**config.mk**
```make
export PLATFORM = sky130hd
export DESIGN_NAME = pipe_fixed_point_acc
export DESIGN_NICKNAME = d
export VERILOG_FILES = /design/src/rtl/pipe_fixed_point_acc.sv
export SDC_FILE = /design/constraint.sdc
export NUM_CORES = 1
export LEC_CHECK = 0
export BUFFER_PORTS_ARGS = -buffer_cell sky130_fd_sc_hd__buf_2
export CELL_PAD_IN_SITES_DETAIL_PLACEMENT = 0
export CELL_PAD_IN_SITES_GLOBAL_PLACEMENT = 1
export CORE_ASPECT_RATIO = 1.4
export CORE_MARGIN = 2
export CORE_UTILIZATION = 45
export DETAILED_ROUTE_END_ITERATION = 8
export GPL_TIMING_DRIVEN = 0
export PLACE_DENSITY = 0.84
export RECOVER_POWER = 100
export SETUP_SLACK_MARGIN = 0.3
export SLEW_MARGIN = 20
export SYNTH_ARGS = -nofsm -noshare
export SYNTH_HDL_FRONTEND = slang
export SYNTH_SLANG_ARGS = --single-unit
export TNS_END_PERCENT = 1
```
**constraint.sdc**
```tcl
create_clock -name clk -period 7 [get_ports clk]
set_input_delay 0.7 -clock clk [delete_from_list [all_inputs] [get_ports clk]]
set_output_delay 0.7 -clock clk [all_outputs]
set_load 0.02 [all_outputs]
```
**src/rtl/pipe_fixed_point_acc.sv**
```systemverilog
// Signed fixed-point frame accumulator: sums Q(WII).(WIF) samples into a Q(WOI).(WIF)
// field, closing a frame on i_last or after MAXLEN samples, with sticky overflow flags.
module pipe_fixed_point_acc #(
    parameter int WII    = 12,
    parameter int WIF    = 6,
    parameter int WOI    = 16,
    parameter int MAXLEN = 8,
    parameter int CW     = $clog2(MAXLEN + 1),
    parameter bit ROOF   = 1'b1
) (
    input  logic                 clk,
    input  logic                 rstn,
    input  logic                 i_en,
    input  logic [WII+WIF-1:0]   i_data,
    input  logic                 i_last,
    input  logic                 i_upflow,
    input  logic                 i_downflow,
    output logic                 o_en,
    output logic [WOI+WIF-1:0]   o_data,
    output logic [CW-1:0]        o_cnt,
    output logic                 o_upflow,
    output logic                 o_downflow
);
    localparam int WI = WII + WIF;
    localparam int WO = WOI + WIF;

    logic [WO-1:0] acc_q, acc_d;
    logic [CW-1:0] cnt_q, cnt_d;
    logic          first_q, first_d;
    logic          fup_q, fup_d;
    logic          fdn_q, fdn_d;
    logic          o_en_q, o_en_d;
    logic [WO-1:0] o_data_q, o_data_d;
    logic [CW-1:0] o_cnt_q, o_cnt_d;
    logic          o_up_q, o_up_d;
    logic          o_dn_q, o_dn_d;

    logic [WO:0]   ext;
    logic [WO-1:0] base;
    logic [WO:0]   sum;
    logic          pos_ovf, neg_ovf;
    logic [WO-1:0] result;
    logic [CW-1:0] cnt_inc;
    logic          close;
    logic          fup_now, fdn_now;

    always_comb begin
        ext     = {{(WO + 1 - WI){i_data[WI-1]}}, i_data};
        base    = first_q ? '0 : acc_q;
        sum     = {base[WO-1], base} + ext;
        pos_ovf = (sum[WO:WO-1] == 2'b01);
        neg_ovf = (sum[WO:WO-1] == 2'b10);
        if (ROOF && pos_ovf) begin
            result = {1'b0, {(WO - 1){1'b1}}};
        end else if (ROOF && neg_ovf) begin
            result = {1'b1, {(WO - 1){1'b0}}};
        end else begin
            result = sum[WO-1:0];
        end
        // Sticky flags restart with the frame, then absorb this sample's events.
        fup_now = (first_q ? 1'b0 : fup_q) | pos_ovf | i_upflow;
        fdn_now = (first_q ? 1'b0 : fdn_q) | neg_ovf | i_downflow;
        cnt_inc = cnt_q + 1'b1;
        close   = i_last | (cnt_inc == CW'(MAXLEN));

        acc_d    = acc_q;
        cnt_d    = cnt_q;
        first_d  = first_q;
        fup_d    = fup_q;
        fdn_d    = fdn_q;
        o_en_d   = 1'b0;
        o_data_d = o_data_q;
        o_cnt_d  = o_cnt_q;
        o_up_d   = o_up_q;
        o_dn_d   = o_dn_q;

        if (i_en) begin
            if (close) begin
                o_en_d   = 1'b1;
                o_data_d = result;
                o_cnt_d  = cnt_inc;
                o_up_d   = fup_now;
                o_dn_d   = fdn_now;
                first_d  = 1'b1;
                cnt_d    = '0;
            end else begin
                acc_d   = result;
                cnt_d   = cnt_inc;
                first_d = 1'b0;
                fup_d   = fup_now;
                fdn_d   = fdn_now;
            end
        end
    end

    always_ff @(posedge clk or negedge rstn) begin
        if (!rstn) begin
            acc_q    <= '0;
            cnt_q    <= '0;
            first_q  <= 1'b1;
            fup_q    <= 1'b0;
            fdn_q    <= 1'b0;
            o_en_q   <= 1'b0;
            o_data_q <= '0;
            o_cnt_q  <= '0;
            o_up_q   <= 1'b0;
            o_dn_q   <= 1'b0;
        end else begin
            acc_q    <= acc_d;
            cnt_q    <= cnt_d;
            first_q  <= first_d;
            fup_q    <= fup_d;
            fdn_q    <= fdn_d;
            o_en_q   <= o_en_d;
            o_data_q <= o_data_d;
            o_cnt_q  <= o_cnt_d;
            o_up_q   <= o_up_d;
            o_dn_q   <= o_dn_d;
        end
    end

    assign o_en       = o_en_q;
    assign o_data     = o_data_q;
    assign o_cnt      = o_cnt_q;
    assign o_upflow   = o_up_q;
    assign o_downflow = o_dn_q;
endmodule

```
Word level (Yosys, flattened, before mapping). Cells that the tools add are included.

Add/subtract/negate cells: 2. Equality and inequality tests: 3. Multiplexer cells: 8. Bitwise gates (word level): 6. Reductions and logical operators: 2.

Operator list (number): two-way mux 22 bit (3); adder 22 x 18 -> 23 bit (1); OR 1 bit (5); adder 4 x 1 -> 4 bit, second input constant (1); equality test 4 bit, second input constant (1); two-way mux 1 bit (4); two-way mux 4 bit (1); AND reduction 2 bit (2); equality test 2 x 1 -> 1 bit, second input constant (1); equality test 2 bit, second input constant (1); inverter 1 bit (1).

Register bits: 58. Logic and storage cells: 31.

Logic depth before layout (Yosys ltp). Gate-level depths: netlist of the first run.

Depth in word-level cells: 5. Depth in mapped cells: 14. Mapped depth without buffers: 11.

Least setup slack after synthesis of the first run. Ideal clock, no wire load.

Kind: register to register. Start point: reg first_q. End point: reg o_data_q[15] (netlist: o_data[15]). Setup time: 137 ps. Arrival: 3011 ps. Slack: 3852 ps. Stages on the path, launching flop included: 14. Clock period less this slack: 3148 ps. Cells stage by stage: dfstp_2 clkbuf_1 nor2b_1 ha_1 inv_1 fa_1 and2b_2 o2111ai_4 a2111oi_4 o2111a_1 o31a_1 buf_6 a2111oi_2 o31ai_1.

Word-level cells in the longest chain between the ends: 5.

Ends and longest elaborated chain: start: declaration (RTL line 29) `logic first_q, first_d;`; start signal: assignment (RTL line 111) `first_q <= first_d;`; two-way mux 22 bit * (RTL line 49) `base = first_q ? '0 : acc_q;`; adder 22 x 18 -> 23 bit * (RTL line 50) `sum = {base[WO-1], base} + ext;`; equality test 2 bit (RTL line 52) `neg_ovf = (sum[WO:WO-1] == 2'b10);`; two-way mux 22 bit (RTL line 55) `end else if (ROOF && neg_ovf) begin`; two-way mux 22 bit * (RTL line 53) `if (ROOF && pos_ovf) begin`; end signal: assignment (RTL line 115) `o_data_q <= o_data_d;`; end: declaration (RTL line 33) `logic [WO-1:0] o_data_q, o_data_d;`.

Every way passes the cells marked *; elsewhere a longest branch is shown, timed or not. A chain may end at the register's enable or synchronous reset.

Worst setup path after layout of the first run.
Start point: reg first_q. End point: reg o_data_q[12] (netlist: o_data[12]).

The elaborated chain is that of the path after synthesis.

==> results_tabular.tex, run 1 <==
\begin{tabular}{lr}
\hline
Metric & Value \\
\hline
\multicolumn{2}{l}{\textbf{Status}} \\
\quad Result of the run & finished with violations \\
\quad Failing checks & capacitance limit, slew limit \\
\multicolumn{2}{l}{\textbf{Critical path}} \\
\quad Endpoint of the worst-slack reg-to-reg timing path & o\_data[12]\$\_DFFE\_PN0P\_ \\
\quad Crit path kind & reg -> reg \\
\quad R2R setup slack & 1.88 ns \\
\quad Launch point of the worst reg-to-reg path & first\_q\$\_DFFE\_PN1P\_ \\
\quad CP Launch Type & flip-flop \\
\quad Worst endpoint required time & 7.25 ns \\
\quad Maximum fanout along the worst path & 10 \\
\quad Critical path endpoint category & flip-flop \\
\quad Worst Path Arrival & 5.37 ns \\
\quad Worst r2r path cells & 14 \\
\multicolumn{2}{l}{\textbf{Timing}} \\
\quad Worst setup margin & 1.88 ns \\
\quad Hold WS & 0.469 ns \\
\quad Period minus WS final & 5.12 ns \\
\quad Clock Skews & 0.00759 ns \\
\quad Number of failing hold endpoints at the final stage & 0 \\
\quad Highest clock frequency the design can meet & 195 MHz \\
\quad Max-Slew Margin vs Limit & -109\% \\
\quad Final cycle utilization of the critical path & 73.2\% \\
\quad Least-Margin Pin Slew & 3.13 ns \\
\quad Final Max Tran Viols & 59 \\
\quad Final-report setup violation count & 0 \\
\quad Final total negative setup slack & 0 ns \\
\quad RSZ-0062 raised after global routing & false \\
\multicolumn{2}{l}{\textbf{GRT}} \\
\quad Antenna violations before repair & 0 \\
\quad Routing usage on met2 & 37.8\% \\
\quad Overflow left after global routing & 0 \\
\quad Global-route met1 utilization & 29.1\% \\
\quad Busiest layer in global routing & met2 \\
\quad Global-route track usage on met3 & 3.96\% \\
\quad Pin count of the biggest net entering global routing & 59 \\
\quad Vias in the first global route & 3260 \\
\quad Overall track demand over capacity in global routing & 22.9\% \\
\quad Wire length of the first global-routing pass & 16.1 mm \\
\multicolumn{2}{l}{\textbf{Synthesis}} \\
\quad Most frequent cell after synthesis & nand2\_1 \\
\quad Parity-gate share of the synthesized area counting xor and xnor cells & 3.88\% \\
\quad Fraction of the yosys area taken by sequential cells & 37.6\% \\
\quad Count of yosys warnings during synthesis & 0 \\
\quad Primary FF master, synth & dfrtp\_1 \\
\quad Gate Count Post-Synth & 422 \\
\quad Fraction of registers with async set/reset & 100\% \\
\quad Synthesized area per cell & 9.16 sq um \\
\quad Count of distinct cell types in the synthesized netlist & 63 \\
\quad Post-synthesis cell type with the largest combined area & dfrtp\_1 \\
\quad Post-synthesis mux area share & 0.259\% \\
\quad Post-Synth Simple-Gate Area & 17.4\% \\
\quad Post-synth top cells & nand2\_1 (72), dfrtp\_1 (57), o21ai\_0 (46) \\
\quad Top-area cell type share of the netlist area & 36.9\% \\
\quad Combinational family with the most area after synthesis & compound AO/OA/AOI/OAI gates \\
\quad Most area-consuming cells after synthesis & dfrtp\_1 (37\%), ha\_1 (7.4\%), nand2\_1 (7.0\%), o21ai\_0 (6.0\%), a21oi\_1 (4.3\%) \\
\quad Flop and latch count out of synthesis & 58 \\
\quad Number of enable-type register cells in the synthesized netlist & 0 \\
\quad Area share of fa/ha/maj cells after synthesis & 7.96\% \\
\quad Cell area after synthesis & 0.00386 sq mm \\
\quad Synth Area in Compound Gates & 28.0\% \\
\quad Syn Nets & 470 \\
\multicolumn{2}{l}{\textbf{Place}} \\
\quad Cell total after placement & 578 \\
\quad Half-perimeter wire length after placement & 7.34 mm \\
\quad Routability-driven placement congestion ratio & 0.935 \\
\quad Placement Cell Area & 0.00425 sq mm \\
\quad Count of input and output buffers & 51 \\
\quad Pre-CTS WS & 3.26 ns \\
\multicolumn{2}{l}{\textbf{Floorplanning}} \\
\quad Die Outline Area & 0.00936 sq mm \\
\quad Effective utilization at floorplan & 45.7\% \\
\quad IO Count & 53 \\
\quad Die width & 82.3 microns \\
\quad Chip height & 114 microns \\
\quad Site Rows & 40 \\
\quad Core Footprint & 0.00846 sq mm \\
\multicolumn{2}{l}{\textbf{Final layout}} \\
\quad Nets & 532 \\
\quad Ant diodes & 0 \\
\quad Final Non-Filler Cells & 594 \\
\quad Util after Layout & 52.3\% \\
\quad Area added between synthesis and finish & 14.4\% \\
\quad Cell area after layout & 0.00442 sq mm \\
\quad Layout cells sized above 1 & 13.7\% \\
\multicolumn{2}{l}{\textbf{Job}} \\
\quad Max-cap violations & 1 \\
\multicolumn{2}{l}{\textbf{Pwr}} \\
\quad Clock share of power & 27.2\% \\
\quad Switching power share of the total & 40.3\% \\
\quad Cell Pwr Density & 370 mW/mm\^{}2 \\
\quad Sequential cell fraction of total power & 31.0\% \\
\quad Peak supply drop & 0.213 mV \\
\quad Leakage Power & 1.98 nW \\
\quad Pwr Total & 1.64 mW \\
\quad Power share of the combinational group & 41.8\% \\
\quad Int Pwr & 977 uW \\
\quad Switching Power & 661 uW \\
\multicolumn{2}{l}{\textbf{Clock network}} \\
\quad Number of clock sinks & 58 \\
\quad Resized Gates After CTS & 0 \\
\quad Number of buffers created by CTS & 9 \\
\quad TritonCTS clock tree & done \\
\quad H-tree depth & 3 \\
\quad Max Buffers Root-to-Sink & 2 \\
\quad Clock network latency to the later pin of the worst-skew pair & 0.34 ns \\
\quad Number of hold-repair buffers added at the cts stage & 0 \\
\quad Clock transition at the registers of the reported paths & 0.05 ns \\
\quad Root buf cell & clkbuf\_16 \\
\quad Setup repair bufs after CTS & 0 \\
\multicolumn{2}{l}{\textbf{Worst hold path}} \\
\quad Cells on Worst Hold Path & 2 \\
\quad Worst min path class & reg -> reg \\
\quad Endpoint of the worst hold path & acc\_q[4]\$\_DFFE\_PN0P\_ \\
\quad Hold wc startpoint & acc\_q[4]\$\_DFFE\_PN0P\_ \\
\multicolumn{2}{l}{\textbf{Route}} \\
\quad Post-DR vias/cell & 5.51 \\
\quad Routed wirelength normalized by instance count & 16.5 microns \\
\quad Number of nets with antenna violations after routing & 0 \\
\quad Remaining routing DRC violations & 0 \\
\quad Detailed Route WL & 9.80 mm \\
\quad DRC violation total after the first TritonRoute iteration & 185 \\
\quad Overall via count from detail\_route & 3270 \\
\quad First-pass iteration count of the detailed router & 4 \\
\hline
\end{tabular}
[flip-flops by register name, indices dropped and copies added, names as in the netlist]
name / flops
o_upflow: 1
cnt_q: 4
o_data: 22
acc_q: 22
o_cnt: 4
fdn_q: 1
first_q: 1
o_downflow: 1
fup_q: 1
o_en: 1
[critical path, cell delays in order (launching register included)]
cell and delay, ns:
dfstp_1 0.44, clkbuf_1 0.27, nor2b_1 0.17, ha_1 0.20, inv_1 0.07, fa_1 0.40
and2b_1 0.24, o2111ai_1 0.18, a2111oi_0 0.99, o2111a_1 0.33, o31a_1 0.14, clkbuf_1 0.53
clkbuf_1 0.52, a22oi_1 0.31, o31ai_2 0.23
[layer usage]
layer	part of all wire [%]	wire length (microns)	up-vias
met5	0	0	-
met4	1.7	170	0
met3	3.6	349	13
met2	51	4980	69
met1	44	4300	1556
li1	-	-	1632
[worst max-delay path by stage]
stage	from	to	slack, ns
global route	first_q$_DFFE_PN1P_	o_data[12]$_DFFE_PN0P_	1.53
CTS	first_q$_DFFE_PN1P_	acc_q[11]$_DFFE_PN0P_	3.23
detailed placement	first_q$_DFFE_PN1P_	acc_q[11]$_DFFE_PN0P_	3.26
finish	first_q$_DFFE_PN1P_	o_data[12]$_DFFE_PN0P_	1.88
global placement	first_q$_DFFE_PN1P_	acc_q[11]$_DFFE_PN0P_	3.28
floorplan	first_q$_DFFE_PN1P_	o_data[15]$_DFFE_PN0P_	3.85
[logic make-up (layout without fill, tap and decap cells)]
logic type / count (synthesis) / in the layout
AO/OA/AOI/OAI: 150 / 150
adder cells (fa/ha/maj): 24 / 24
buffers and inverters: 36 / 103
multiplexers: 1 / 1
XOR/XNOR: 15 / 15
AND/OR/NAND/NOR: 138 / 138
flip-flops: 58 / 58
[cell usage in the layout, fill, tap and decap left out, types with 3 or more instances in the layout]
master | Yosys | final
o21ai_0 | 46 | 47
or3_1 | 4 | 4
ha_1 | 23 | 23
clkbuf_16 | 0 | 9
a22oi_1 | 1 | 5
a31oi_1 | 3 | 3
nor2b_1 | 22 | 22
a21oi_1 | 33 | 33
buf_2 | 3 | 22
and2_1 | 5 | 4
nand2_1 | 72 | 72
o31ai_1 | 9 | 9
a21oi_2 | 3 | 3
nand2b_1 | 3 | 3
a21boi_0 | 3 | 3
a2111oi_0 | 1 | 3
o21bai_1 | 3 | 3
o2111ai_1 | 2 | 3
o31ai_2 | 12 | 12
inv_1 | 14 | 14
o211a_1 | 3 | 3
xnor2_1 | 10 | 10
nand3_1 | 5 | 5
xor2_1 | 4 | 4
clkbuf_1 | 10 | 46
buf_6 | 6 | 3
dfrtp_1 | 57 | 57
o21a_1 | 3 | 3
nor2_1 | 13 | 13
[power by group through the flow]
stage	combinational (mW)	sequential, mW	clock, mW
after CTS	0.737	0.507	0.449
after global placement	0.721	0.507	0
after global routing	0.762	0.522	0.465
final	0.684	0.508	0.446
after detailed placement	0.735	0.511	0
after floorplan	0.465	0.577	0
[layout make-up]
cell class | count | area [sq um]
flip-flops and latches | 58 | 1450
well taps | 105 | 131
fillers | 845 | 4040
inverters | 14 | 52.6
clock buffers | 11 | 243
plain buffers | 22 | 113
multi-input cells | 328 | 2160
clock inverters | 5 | 55.1
repair buffers | 51 | 218
(Power assumes the default switching activity.)
==> run 2, diff against run 1 <==
Settings changed: CORE_UTILIZATION 45 to 40, PLACE_DENSITY 0.84 to 0.79.
Clock period 7 ns to 4.6 ns, I/O delays scaled along.
==> results_tabular.tex, run 2 (synthesized netlist as in run 1, its figures left out) <==
\begin{tabular}{lr}
\hline
Metric & Value \\
\hline
\multicolumn{2}{l}{\textbf{Worst hold path}} \\
\quad Worst min path class & in -> reg \\
\quad Hold wc startpoint & i\_last \\
\quad Endpoint of the worst hold path & cnt\_q[2]\$\_DFFE\_PN0P\_ \\
\quad Cells on Worst Hold Path & 3 (+1) \\
\multicolumn{2}{l}{\textbf{Final layout}} \\
\quad Area taken by multi-input logic gates & 0.00219 sq mm (+1.4\%) \\
\quad Most common cell after layout, fill and taps aside & nand2\_1 \\
\quad Util after Layout & 47.8\% (-4.5 points) \\
\quad Layout cells sized above 1 & 15.3\% (+1.6 points) \\
\quad Most frequent cells in the layout & nand2\_1 (72), dfrtp\_1 (57), o21ai\_0 (49), clkbuf\_1 (41), a21oi\_1 (34) \\
\quad Area added between synthesis and finish & 16.3\% \\
\quad Number of filler cells placed in the layout & 930 (+10\%) \\
\quad Nets & 532 (unchanged) \\
\quad Ant diodes & 0 (unchanged) \\
\quad Footprint of the flip-flops and latches & 0.00145 sq mm (unchanged) \\
\multicolumn{2}{l}{\textbf{GRT}} \\
\quad Pin count of the biggest net entering global routing & 59 (unchanged) \\
\quad Vias in the first global route & 3276 (+0.49\%) \\
\quad Wire length of the first global-routing pass & 16.3 mm (+0.68\%) \\
\quad Antenna violations before repair & 0 (unchanged) \\
\quad Overall track demand over capacity in global routing & 20.1\% (-2.8 points) \\
\quad Overflow left after global routing & 0 (unchanged) \\
\multicolumn{2}{l}{\textbf{Critical path}} \\
\quad R2R setup slack & 0.52 ns (-1.36 ns) \\
\quad Worst Path Arrival & 4.28 ns (-1.09 ns) \\
\quad Endpoint of the worst-slack reg-to-reg timing path & acc\_q[11]\$\_DFFE\_PN0P\_ \\
\quad Worst endpoint required time & 4.80 ns (-2.45 ns) \\
\quad Crit path kind & reg -> reg \\
\quad Launch point of the worst reg-to-reg path & first\_q\$\_DFFE\_PN1P\_ \\
\quad Critical path endpoint category & flip-flop \\
\quad Worst r2r path cells & 14 (unchanged) \\
\quad Maximum fanout along the worst path & 10 (unchanged) \\
\quad CP Launch Type & flip-flop \\
\multicolumn{2}{l}{\textbf{Job}} \\
\quad Max-cap violations & 1 (unchanged) \\
\multicolumn{2}{l}{\textbf{Route}} \\
\quad Routed wirelength normalized by instance count & 16.5 microns (+0.17\%) \\
\quad First-pass iteration count of the detailed router & 4 (unchanged) \\
\quad Remaining routing DRC violations & 0 (unchanged) \\
\quad Overall via count from detail\_route & 3297 (+0.83\%) \\
\quad DRC violation total after the first TritonRoute iteration & 104 (-44\%) \\
\quad Post-DR vias/cell & 5.50 (about the same) \\
\quad Number of nets with antenna violations after routing & 0 (unchanged) \\
\quad Detailed Route WL & 9.90 mm (+1.0\%) \\
\multicolumn{2}{l}{\textbf{Timing}} \\
\quad Final Max Tran Viols & 59 (unchanged) \\
\quad Clock Skews & 0.00461 ns (-0.00299 ns) \\
\quad Final cycle utilization of the critical path & 88.8\% (+16 points) \\
\quad Final total negative setup slack & 0 ns (unchanged) \\
\quad Max-Slew Margin vs Limit & -111\% (-2.2 points) \\
\quad Period minus WS final & 4.08 ns (-1.04 ns) \\
\quad RSZ-0062 raised after global routing & false \\
\quad Number of failing hold endpoints at the final stage & 0 (unchanged) \\
\quad Final-report setup violation count & 0 (unchanged) \\
\quad Highest clock frequency the design can meet & 245 MHz (+26\%) \\
\quad Least-Margin Pin Slew & 3.17 ns (+0.0326 ns) \\
\multicolumn{2}{l}{\textbf{Clock network}} \\
\quad Number of hold-repair buffers added at the cts stage & 0 (unchanged) \\
\quad Number of buffers created by CTS & 9 (unchanged) \\
\quad H-tree depth & 3 (unchanged) \\
\quad Clock transition at the registers of the reported paths & 0.05 ns (about the same) \\
\quad Max Buffers Root-to-Sink & 2 (unchanged) \\
\quad Number of clock sinks & 58 (unchanged) \\
\quad TritonCTS clock tree & done \\
\quad Clock network latency to the later pin of the worst-skew pair & 0.33 ns (about the same) \\
\quad Resized Gates After CTS & 0 (unchanged) \\
\quad Root buf cell & clkbuf\_16 \\
\quad Setup repair bufs after CTS & 0 (unchanged) \\
\multicolumn{2}{l}{\textbf{Floorplanning}} \\
\quad Site Rows & 42 (+5.0\%) \\
\quad Chip height & 120 microns (+5.9\%) \\
\quad Die Outline Area & 0.0105 sq mm (+12\%) \\
\quad Effective utilization at floorplan & 41.1\% (-4.6 points) \\
\quad IO Count & 53 (unchanged) \\
\quad Core Footprint & 0.00941 sq mm (+11\%) \\
\quad Die width & 87.1 microns (+5.8\%) \\
\multicolumn{2}{l}{\textbf{Place}} \\
\quad Half-perimeter wire length after placement & 7.40 mm (+0.79\%) \\
\quad Routability-driven placement congestion ratio & 0.808 (-14\%) \\
\quad Count of input and output buffers & 51 (unchanged) \\
\multicolumn{2}{l}{\textbf{Pwr}} \\
\quad Leakage Power & 2.00 nW (+1.0\%) \\
\quad Peak supply drop & 0.263 mV (+24\%) \\
\quad Cell Pwr Density & 563 mW/mm\^{}2 (+52\%) \\
\multicolumn{2}{l}{\textbf{Status}} \\
\quad Result of the run & finished with violations \\
\quad Failing checks & capacitance limit, slew limit \\
\hline
\end{tabular}
[run 2: cell types whose count changed in the layout (fill, tap and decap cells not counted), moves of 2 or more]
cell and delta:
a22oi_2 +4, o21ai_0 +2, buf_2 +2, buf_6 +3
clkbuf_1 -5, a22oi_1 -4, o31ai_1 +2, o21ai_1 -2
o31ai_2 -2, a2111oi_0 -2
[run 2: where the power goes]
| group | internal (mW) | total [mW] | leakage [nW] | switching (mW) |
|---|---|---|---|---|
| Combinational | 0.394 | 1.08 | 1.14 | 0.682 |
| Clock | 0.447 | 0.681 | 0.145 | 0.233 |
| Sequential | 0.686 | 0.774 | 0.720 | 0.0876 |
| Total | 1.53 | 2.53 | 2.00 | 1.00 |
[run 2: routing by layer]
layer / vias up / GRT usage (%) / part of all wire, %
li1: 1632 / - / -
met1: 1599 / 23.9 / 43
met2: 54 / 35.7 / 52
met3: 12 / 3.89 / 3.2
met4: 0 / 6.25 / 1.7
met5: - / 0 / 0
[run 2: layout make-up]
| type | count | share of cell area (%) |
|---|---|---|
| clock buffers | 12 | 5.71 |
| well taps | 110 | 3.06 |
| clock inverters | 4 | 1.11 |
| multi-input cells | 328 | 48.7 |
| flip-flops and latches | 58 | 32.3 |
| inverters | 14 | 1.17 |
| repair buffers | 51 | 4.84 |
| plain buffers | 22 | 3.06 |
[run 2: critical path: stages, from the launching register on]
cell       delay, ns
dfstp_1         0.68
clkbuf_1        0.43
nor2b_1         0.10
ha_1            0.22
inv_1           0.07
fa_1            0.20
and2b_1         0.21
o2111ai_1       0.43
a2111oi_4       0.17
o2111a_1        0.30
o31a_1          0.29
buf_6           0.16
buf_6           0.15
a21oi_1         0.37
o21ai_0         0.16
[run 2: worst max path at each step]
| stage | depth (start not counted) | endpoint | slack, ns | from |
|---|---|---|---|---|
| after floorplan | 13 | o_data[15]$_DFFE_PN0P_ | 1.45 | first_q$_DFFE_PN1P_ |
| after global placement | 14 | acc_q[10]$_DFFE_PN0P_ | 0.81 | first_q$_DFFE_PN1P_ |
| after detailed placement | 14 | acc_q[10]$_DFFE_PN0P_ | 0.78 | first_q$_DFFE_PN1P_ |
| after CTS | 14 | acc_q[10]$_DFFE_PN0P_ | 0.76 | first_q$_DFFE_PN1P_ |
| after global routing | 14 | acc_q[11]$_DFFE_PN0P_ | 0.31 | first_q$_DFFE_PN1P_ |
| final | 14 | acc_q[11]$_DFFE_PN0P_ | 0.52 | first_q$_DFFE_PN1P_ |
[run 2: stage by stage]
step | area [sq um] | hold slack, ns | total power, mW | worst slack, ns | std cells
2_1_floorplan | 3860 | 0.164 | 1.59 | 1.45 | 422
3_3_place_gp | 4260 | 0.454 | 1.88 | 0.812 | 583
3_5_place_dp | 4260 | 0.462 | 1.90 | 0.781 | 583
4_1_cts | 4570 | 0.237 | 2.58 | 0.759 | 599
5_1_grt | 4490 | 0.456 | 2.70 | 0.310 | 599
6_report | 4490 | 0.436 | 2.53 | 0.517 | 599
